**config.mk**
```make
export PLATFORM = sky130hd
export DESIGN_NAME = count_tick_gen
export DESIGN_NICKNAME = d
export VERILOG_FILES = /design/src/rtl/count_tick_gen.sv
export SDC_FILE = /design/constraint.sdc
export NUM_CORES = 1
export LEC_CHECK = 0
export CAP_MARGIN = 25
export CORE_MARGIN = 8
export CORE_UTILIZATION = 51
export CTS_BUF_LIST = sky130_fd_sc_hd__clkbuf_2 sky130_fd_sc_hd__clkbuf_4 sky130_fd_sc_hd__clkbuf_8
export CTS_CLUSTER_SIZE = 25
export DETAILED_ROUTE_END_ITERATION = 8
export HOLD_SLACK_MARGIN = 0.03
export PLACE_DENSITY = 0.74
export RECOVER_POWER = 25
export SLEW_MARGIN = 30
export SYNTH_ARGS = -nofsm -noshare
export SYNTH_HDL_FRONTEND = slang
export SYNTH_SLANG_ARGS = --single-unit
```
**constraint.sdc**
```tcl
create_clock -name CLK -period 2.8 [get_ports CLK]
set_input_delay 0.28 -clock CLK [delete_from_list [all_inputs] [get_ports CLK]]
set_output_delay 0.28 -clock CLK [all_outputs]
set_load 0.05 [all_outputs]
```
**src/rtl/count_tick_gen.sv**
```systemverilog
// Single-clock tick generator feeding the LED counter's EN/RDY method handshake.
// Divides CLK by (div_value+1), holds an undelivered tick pending and counts ticks lost while pending.
module count_tick_gen #(
  parameter int DIV_WIDTH = 23,
  parameter int OVR_WIDTH = 8
) (
  input  logic                 CLK,
  input  logic                 RST,
  input  logic                 run,
  input  logic [DIV_WIDTH-1:0] div_value,
  input  logic                 rdy_in,
  output logic                 en_out,
  output logic                 tick_pending,
  output logic                 heartbeat,
  output logic [OVR_WIDTH-1:0] overrun_count
);

  logic [DIV_WIDTH-1:0] prescaler_reg, prescaler_next;
  logic                 pending_reg, pending_next;
  logic                 heartbeat_reg, heartbeat_next;
  logic [OVR_WIDTH-1:0] overrun_reg, overrun_next;
  logic                 tick;
  logic                 fire;

  always_comb begin
    // >= rather than == so a lowered div_value ends the current period immediately
    tick           = run & (prescaler_reg >= div_value);
    fire           = pending_reg & rdy_in;
    prescaler_next = prescaler_reg;
    pending_next   = tick | (pending_reg & ~fire);
    heartbeat_next = heartbeat_reg ^ fire;
    overrun_next   = overrun_reg;

    if (tick) begin
      prescaler_next = '0;
    end else if (run) begin
      prescaler_next = prescaler_reg + DIV_WIDTH'(1);
    end

    // A tick arriving while the previous one is still undelivered is lost
    if (tick & pending_reg & ~fire & ~(&overrun_reg)) begin
      overrun_next = overrun_reg + OVR_WIDTH'(1);
    end
  end

  always_ff @(posedge CLK) begin
    if (RST) begin
      prescaler_reg <= '0;
      pending_reg   <= 1'b0;
      heartbeat_reg <= 1'b0;
      overrun_reg   <= '0;
    end else begin
      prescaler_reg <= prescaler_next;
      pending_reg   <= pending_next;
      heartbeat_reg <= heartbeat_next;
      overrun_reg   <= overrun_next;
    end
  end

  assign en_out        = fire;
  assign tick_pending  = pending_reg;
  assign heartbeat     = heartbeat_reg;
  assign overrun_count = overrun_reg;

endmodule
```
# Word-level counts from Yosys, hierarchy flattened
# Index checks and enable logic that the tools add are counted.
# word_totals
ff_bits	33
latchBits	0
ramBits	0
mem_bits_ro	0
in_bits	27
out_inout_bits	11
wordCells	19
mem_count	0
# op_classes
add_sub_neg	2
n_mul	0
n_div	0
magnitude_cmp	1
n_eq_ne	0
shifts	0
n_mux	0
bitwise_logic	10
reduce_logical	2
# ops
operator	count
23-bit by 1-bit adder with 23-bit output (second input constant)	1
23-bit greater-or-equal comparator	1
8-bit by 1-bit adder with 8-bit output (second input constant)	1
8-bit AND reduction	1
1-bit bitwise AND	6
1-bit NOT	2
2-bit OR reduction	1
1-bit bitwise OR	1
1-bit XOR	1

# Logic depth before layout (Yosys ltp)
# Gate-level depths: netlist of run 1.
# depth
depth_word	5
mapped_depth	10
ltp_nobuf	9

# Worst setup path before layout of run 1
# Ideal clock, no wire load.
# synth_timing
path_kind	reg-to-reg
from	register prescaler_reg[20]
to	register overrun_reg[2], in the netlist overrun_count[2]
setup_ns	0.121
arrival_ns	2.213
required_ns	2.679
setup_slack_ns	0.466
stages_incl_launch_ff	9
path_buffers	1
synth_period_minus_slack_ns	2.334
cell_sequence	dfxtp_1 ha_1 nand4_2 or3_1 a2111oi_2 o211ai_2 buf_6 nor2_1 mux2_2
# synth_via
elab_chain_cells	5
# synth_lines
element	line_no	source
start, declared	18	logic [DIV_WIDTH-1:0] prescaler_reg, prescaler_next;
start signal, assigned	53	prescaler_reg <= prescaler_next;
23-bit greater-or-equal comparator	27	tick = run & (prescaler_reg >= div_value);
1-bit bitwise AND	27	
1-bit bitwise AND (3 in series)	41	if (tick & pending_reg & ~fire & ~(&overrun_reg)) begin
end signal, assigned	56	overrun_reg <= overrun_next;
end, declared	21	logic [OVR_WIDTH-1:0] overrun_reg, overrun_next;
# Every way passes these cells.
# A chain may end at the register's enable or synchronous reset.

# Worst setup path in the final report of run 1
# layout_timing
from	input port div_value[22]
to	register overrun_reg[7], in the netlist overrun_count[7]
# layout_via
elab_chain_cells	5
# layout_lines
element	line_no	source
start, declared	10	input logic [DIV_WIDTH-1:0] div_value,
23-bit greater-or-equal comparator	27	
1-bit bitwise AND	27	
1-bit bitwise AND (3 in series)	41	
# Every way passes these cells.

==> results.toml, run 1 <==
[timing]
clock_skew_ns = 0.002650
worst_slew_pin_slew_ns = 0.5096
final.setup.tns_ns = 0
setup_viol = 0
fin_crit_ns = 2.619
fmax_ghz = 0.3818
relSlewSlack = 0.6591
fin_crit_sh = 0.9355
drv_slew = 0
final-hold-violation-count = 0
grt_setup_unrepaired = "false"

[finish]
fin_util = 0.6705
multi_input_area_sq_um = 1214
final_nets = 345
stdcell_count = 344
seqCellArea_sq_um = 660.6
syn2layout_area_growth_pct = 29.64
final_cell_area_sq_um = 2605
largest_reg_flops = 23
layout-drive-gt1-share = 0.1020
n_antenna_cell = 0
n_fill_cell = 356

[synth]
ys.warnings.count = 0
yosysTopAreaCell = "dfxtp_1"
netlist-cell-type-count = 38
syn_area_per_cell_sq_um = 8.303
syn_inst = 242
yosys-top-cells-area = "dfxtp_1 33%, ha_1 16%, nor2_1 6.7%"
synth_top_cell_area_share = 0.3288
synth_area_sq_um = 2009
synth_seq_cells = 33
ys_seq_area_frac = 0.3288
syn_nets = 294

[global_routing]
grt_antenna_before_repair = 0
grt_overflow = 0
grt_pass1_wl_mm = 7.314
grt_pass1_vias = 1690
grt_max_degree = 18
track_usage = 0.1449

[hold_path]
min_path_type = "register to register"

[status]
status = "completed"

[floorplanning]
dieArea_sq_um = 6205
core_sq_um = 3885
die_w_um = 78.77
ios = 38
initial_core_util = 0.5172
die_y_um = 78.77
rows = 23

[placement]
dp.cells = 336
place_hpwl_mm = 3.344
port_buffers = 37
placed_area_sq_um = 2506
place_congestion = 0.8093

[cts]
cts_setup_buffers = 0
clock_sinks = 33
clk_latency_ns = 0.28
cts_root_buf = "clkbuf_8"
path_clk_slew_ns = 0.06
cts_buffer_depth = 2
htree_levels = 2
cts-buffers-inserted = 5
hold_buffers = 0
cts_tree = "done"

[critical_path]
worst_ep_arrival_time_ns = 2.83
critical_path_class = "primary input to register"
start_kind = "primary input"
worstPathRequired_ns = 3.01
critPathMaxFanout = 10
end_kind = "register"

[job]
timing.max_cap.violations = 0

[drt]
drtAntennaViolNets = 0
viasPerCell = 5.108
drt_iter0_drc = 87
dr.pass1.iters = 4
wirelength_mm = 4.252
drc_errors = 0
via_count = 1757
wire_per_inst_um = 12.36

[power]
ir_drop_v = 0.0002712
power_density_nw_per_um2 = 355.4
p_leak_nw = 1.167
p_total_mw = 0.9257
report_power, final:
part	leakage, nW	total (mW)	internal [mW]	switching (mW)
Combinational	0.853	0.0981	0.0584	0.0397
Sequential	0.266	0.476	0.472	0.00378
Clock	0.0484	0.351	0.182	0.170
Total	1.17	0.926	0.713	0.213
layout make-up:
type	count	share of cell area
Tap cell	50	0.02402
Clock buffer	6	0.02930
Multi-Input combinational cell	175	0.4659
Timing Repair Buffer	49	0.1816
Clock inverter	2	0.003842
Sequential cell	33	0.2536
Inverter	29	0.04179
worst max-delay path, cell delays in order:
cell             delay (ns)
clkdlybuf4s50_1        0.46
inv_1                  0.04
ha_1                   0.30
nand4_2                0.11
or3_1                  0.43
a2111oi_4              0.37
o211ai_2               0.21
or3_2                  0.49
a21oi_1                0.14
cell usage after synthesis:
master and number:
nor3_1 2, o31a_2 1, xnor2_1 9, or4_1 1, buf_6 1, nand2_1 16, or2b_2 1, or2_2 1
clkbuf_1 1, mux2_2 1, ha_1 25, buf_2 2, a41oi_1 1, a2111oi_2 1, o21ai_0 8, a221oi_1 1
or3_1 5, nand3_1 11, clkbuf_8 1, nor4_1 1, nor2_1 36, a21oi_1 14, inv_1 29, nand4_2 2
and3_1 3, o21ba_2 1, o211ai_2 1, a211oi_1 1, nor2b_1 2, or3_2 1, xor2_1 15, mux2i_1 2
dfxtp_1 33, o31ai_1 1, a21o_1 2, o211ai_1 1, and2_1 1, nand4_1 7
cells by family after synthesis:
family                   Yosys count  share of synthesized area
flip-flops                        33                     0.3288
AO/OA/AOI/OAI                     33                     0.1059
AND/OR/NAND/NOR                   90                     0.2161
XOR/XNOR                          24                     0.1046
multiplexers                       3                    0.01557
buffers and inverters             34                    0.07347
adder cells (fa/ha/maj)           25                     0.1557
routing by layer:
metal	global-route usage	wire (um)	up-vias	part of all wire
met4	0.07407	100	0	0.024
met2	0.2403	1997	35	0.47
met1	0.1636	1934	797	0.45
met3	0.04628	219	9	0.052
li1	-	-	916	-
met5	0	0	-	0
final timing paths:
check	from	end	slack (ns)	cells past startpoint
min	overrun_count[7]	overrun_count[7]	0.52	2
min reg2reg	overrun_count[7]	overrun_count[7]	0.52	2
max reg2reg	prescaler_reg[0]	overrun_count[7]	0.24	9
max	div_value[22]	overrun_count[7]	0.18	9
timing repair:
action	CTS	global route
endpoints found under the hold margin	0	0
gates resized for setup	0	1
endpoints found under the setup margin	0	3
cells in the final DEF (no fill, tap or decap), types with 2 or more instances in the layout:
master / count
a21o_1: 2
a21oi_1: 14
and3_1: 3
buf_4: 11
clkbuf_8: 5
clkdlybuf4s50_1: 28
clkinv_2: 2
dfxtp_1: 33
dlygate4sd3_1: 9
ha_1: 25
inv_1: 29
mux2i_1: 2
nand2_1: 16
nand3_1: 11
nand4_1: 7
nand4_2: 2
nor2_1: 36
nor2b_1: 2
nor3_1: 2
o21ai_0: 8
or3_1: 5
xnor2_1: 9
xor2_1: 15
per-stage QoR:
| stage | setup WS (ns) | hold WS, ns |
|---|---|---|
| 5_1_grt | 0.002694 | 0.5321 |
| 3_3_place_gp | -0.1040 | 0.4951 |
| 6_report | 0.1805 | 0.5205 |
| 4_1_cts | 0.1033 | 0.5169 |
| 2_1_floorplan | 0.4662 | 0.4731 |
| 3_5_place_dp | -0.1962 | 0.5071 |
Note: power is estimated with default switching activity, not from simulation.
==> run 2: changes to the inputs <==
--- a/config.mk
+++ b/config.mk
@@ -12,7 +12,7 @@
 export CTS_CLUSTER_SIZE = 25
 export DETAILED_ROUTE_END_ITERATION = 8
 export HOLD_SLACK_MARGIN = 0.03
-export PLACE_DENSITY = 0.74
+export PLACE_DENSITY_LB_ADDON = 0.3
 export RECOVER_POWER = 25
 export SLEW_MARGIN = 30
 export SYNTH_ARGS = -nofsm -noshare
==> run 2 against run 1 <==
Largest power group unchanged. Total power is 13% higher. Worst setup slack worse by 0.023 ns. Sequential power hardly changed. Critical endpoint unchanged.
==> results.toml, run 2 (synthesis gave the netlist of run 1 again) <==
[finish]
stdcell_count = 342
syn2layout_area_growth_pct = 30.57
final_common_cell = "nor2_1"
n_antenna_cell = 0
n_fill_cell = 320
final_cell_mix = "36 x nor2_1, 33 x dfxtp_1, 29 x inv_1, 27 x clkdlybuf4s50_1, 25 x ha_1"
largest_reg_flops = 23
final_nets = 343
layout-drive-gt1-share = 0.09589

[timing]
final-hold-violation-count = 0
grt_setup_unrepaired = "false"
fmax_ghz = 0.3784
fin_crit_sh = 0.9438
fin_crit_ns = 2.643
drv_slew = 0
hold_slack_ns = 0.5213
setup_viol = 0
clock_skew_ns = 0.006102
worst_slew_pin_slew_ns = 0.5087
relSlewSlack = 0.6598

[floorplanning]
rows = 23
ios = 38
dieArea_sq_um = 6205
initial_core_util = 0.5172
die_w_um = 78.77
core_sq_um = 3885
die_y_um = 78.77

[hold_path]
holdPathStages = 2
min_path_type = "register to register"

[placement]
port_buffers = 37
place_congestion = 0.8273
dp.cells = 334
place_hpwl_mm = 3.362

[critical_path]
end_kind = "register"
worstPathRequired_ns = 3.01
critical_path_class = "primary input to register"
cp.depth = 9
path_cells = "clkdlybuf4s50_1 -> inv_1 -> ha_1 -> nand4_2 -> or3_1 -> a2111oi_4 -> o211ai_2 -> or3_2 -> a21oi_1"
worst_ep_arrival_time_ns = 2.86
crit_family = "simple AND/OR/NAND/NOR gates"
r2r_slack_ns = 0.28
critPathBufInv = 2
start_kind = "primary input"
max_stage_delay_ns = 0.50
r2r_cells = 9
cpMaxStageDelayCell = "or3_2"
critPathMaxFanout = 11

[drt]
drt_iter0_drc = 60
via_count = 1725
wirelength_mm = 4.170
drtAntennaViolNets = 0
drc_errors = 0
viasPerCell = 5.044
dr.pass1.iters = 4
wire_per_inst_um = 12.19

[cts]
cts_tree = "done"
path_clk_slew_ns = 0.07
clock_sinks = 33
cts_root_buf = "clkbuf_8"
cts_buffer_depth = 2
clk_latency_ns = 0.28
cts-buffers-inserted = 5
htree_levels = 2
hold_buffers = 0

[power]
ir_drop_v = 0.0003146
power_density_nw_per_um2 = 397.8
p_leak_nw = 1.176

[global_routing]
grt_overflow = 0
grt_pass1_wl_mm = 7.417
track_usage = 0.1470
grt_max_degree = 18
grt_pass1_vias = 1740
grt_antenna_before_repair = 0

[status]
status = "completed"

[job]
timing.max_cap.violations = 0
==> run 2: changes by cell type in the layout (fill, tap and decap cells not counted) <==
cell / change
o21ai_0: -1
clkbuf_8: +1
bufinv_16: +1
buf_4: -2
clkinv_2: -2
dlygate4sd3_1: +1
clkdlybuf4s50_1: -1
o21ai_1: +1
==> run 2: cell type report <==
cell class / count / area, sq um / area share
clock buffers: 7 / 90.09 / 0.03433
clock inverters: 1 / 30.03 / 0.01144
inverters: 29 / 108.9 / 0.04149
multi-input cells: 175 / 1214 / 0.4626
flip-flops and latches: 33 / 660.6 / 0.2518
well taps: 50 / 62.56 / 0.02384
repair buffers: 47 / 457.9 / 0.1745
==> run 2: path summary, 6_finish.rpt <==
kind	to	startpoint
worst max-delay path	overrun_count[7]	div_value[22]
worst max register to register	overrun_count[7]	prescaler_reg[0]
worst min-delay path	overrun_count[7]	overrun_count[7]
worst min register to register	overrun_count[7]	overrun_count[7]
==> run 2: repair_timing <==
item | in CTS | in global routing
endpoints found under the setup margin | 0 | 2
buffers inserted | 0 | 0
gates resized for setup | 0 | 2
==> run 2: worst register-to-register path: cells and delay by family, from the launching register on <==
family	cells	cell delay, ns
compound gates	4	0.99
simple gates	3	0.75
flops	1	0.40
fa+ha+maj	1	0.26
buf+inv	1	0.06
==> run 2: per-stage QoR <==
stage	instance area, sq um	TNS [ns]	utilization	setup WS (ns)	power (mW)
global route	2624	0	0.6754	0.04767	1.090
global placement	2491	-0.4656	0.6412	-0.1322	0.5809
CTS	2611	0	0.6721	0.1166	1.059
floorplan	2009	0	-	0.4662	0.5296
finish	2624	0	0.6754	0.1574	1.044
detailed placement	2491	-0.8365	0.6412	-0.1862	0.5841
==> run 2: routing by layer <==
layer / track usage / share of wire / vias up
li1: - / - / 915
met1: 0.1616 / 0.45 / 765
met2: 0.2510 / 0.47 / 36
met3: 0.04402 / 0.050 / 9
met4: 0.07593 / 0.027 / 0
met5: 0 / 0 / -
==> run 2: where the power goes <==
part / leakage [nW] / total [mW] / internal (mW) / switching (mW)
sequential: 0.266 / 0.476 / 0.472 / 0.00374
combinational: 0.848 / 0.0970 / 0.0577 / 0.0394
clock: 0.0619 / 0.471 / 0.300 / 0.171
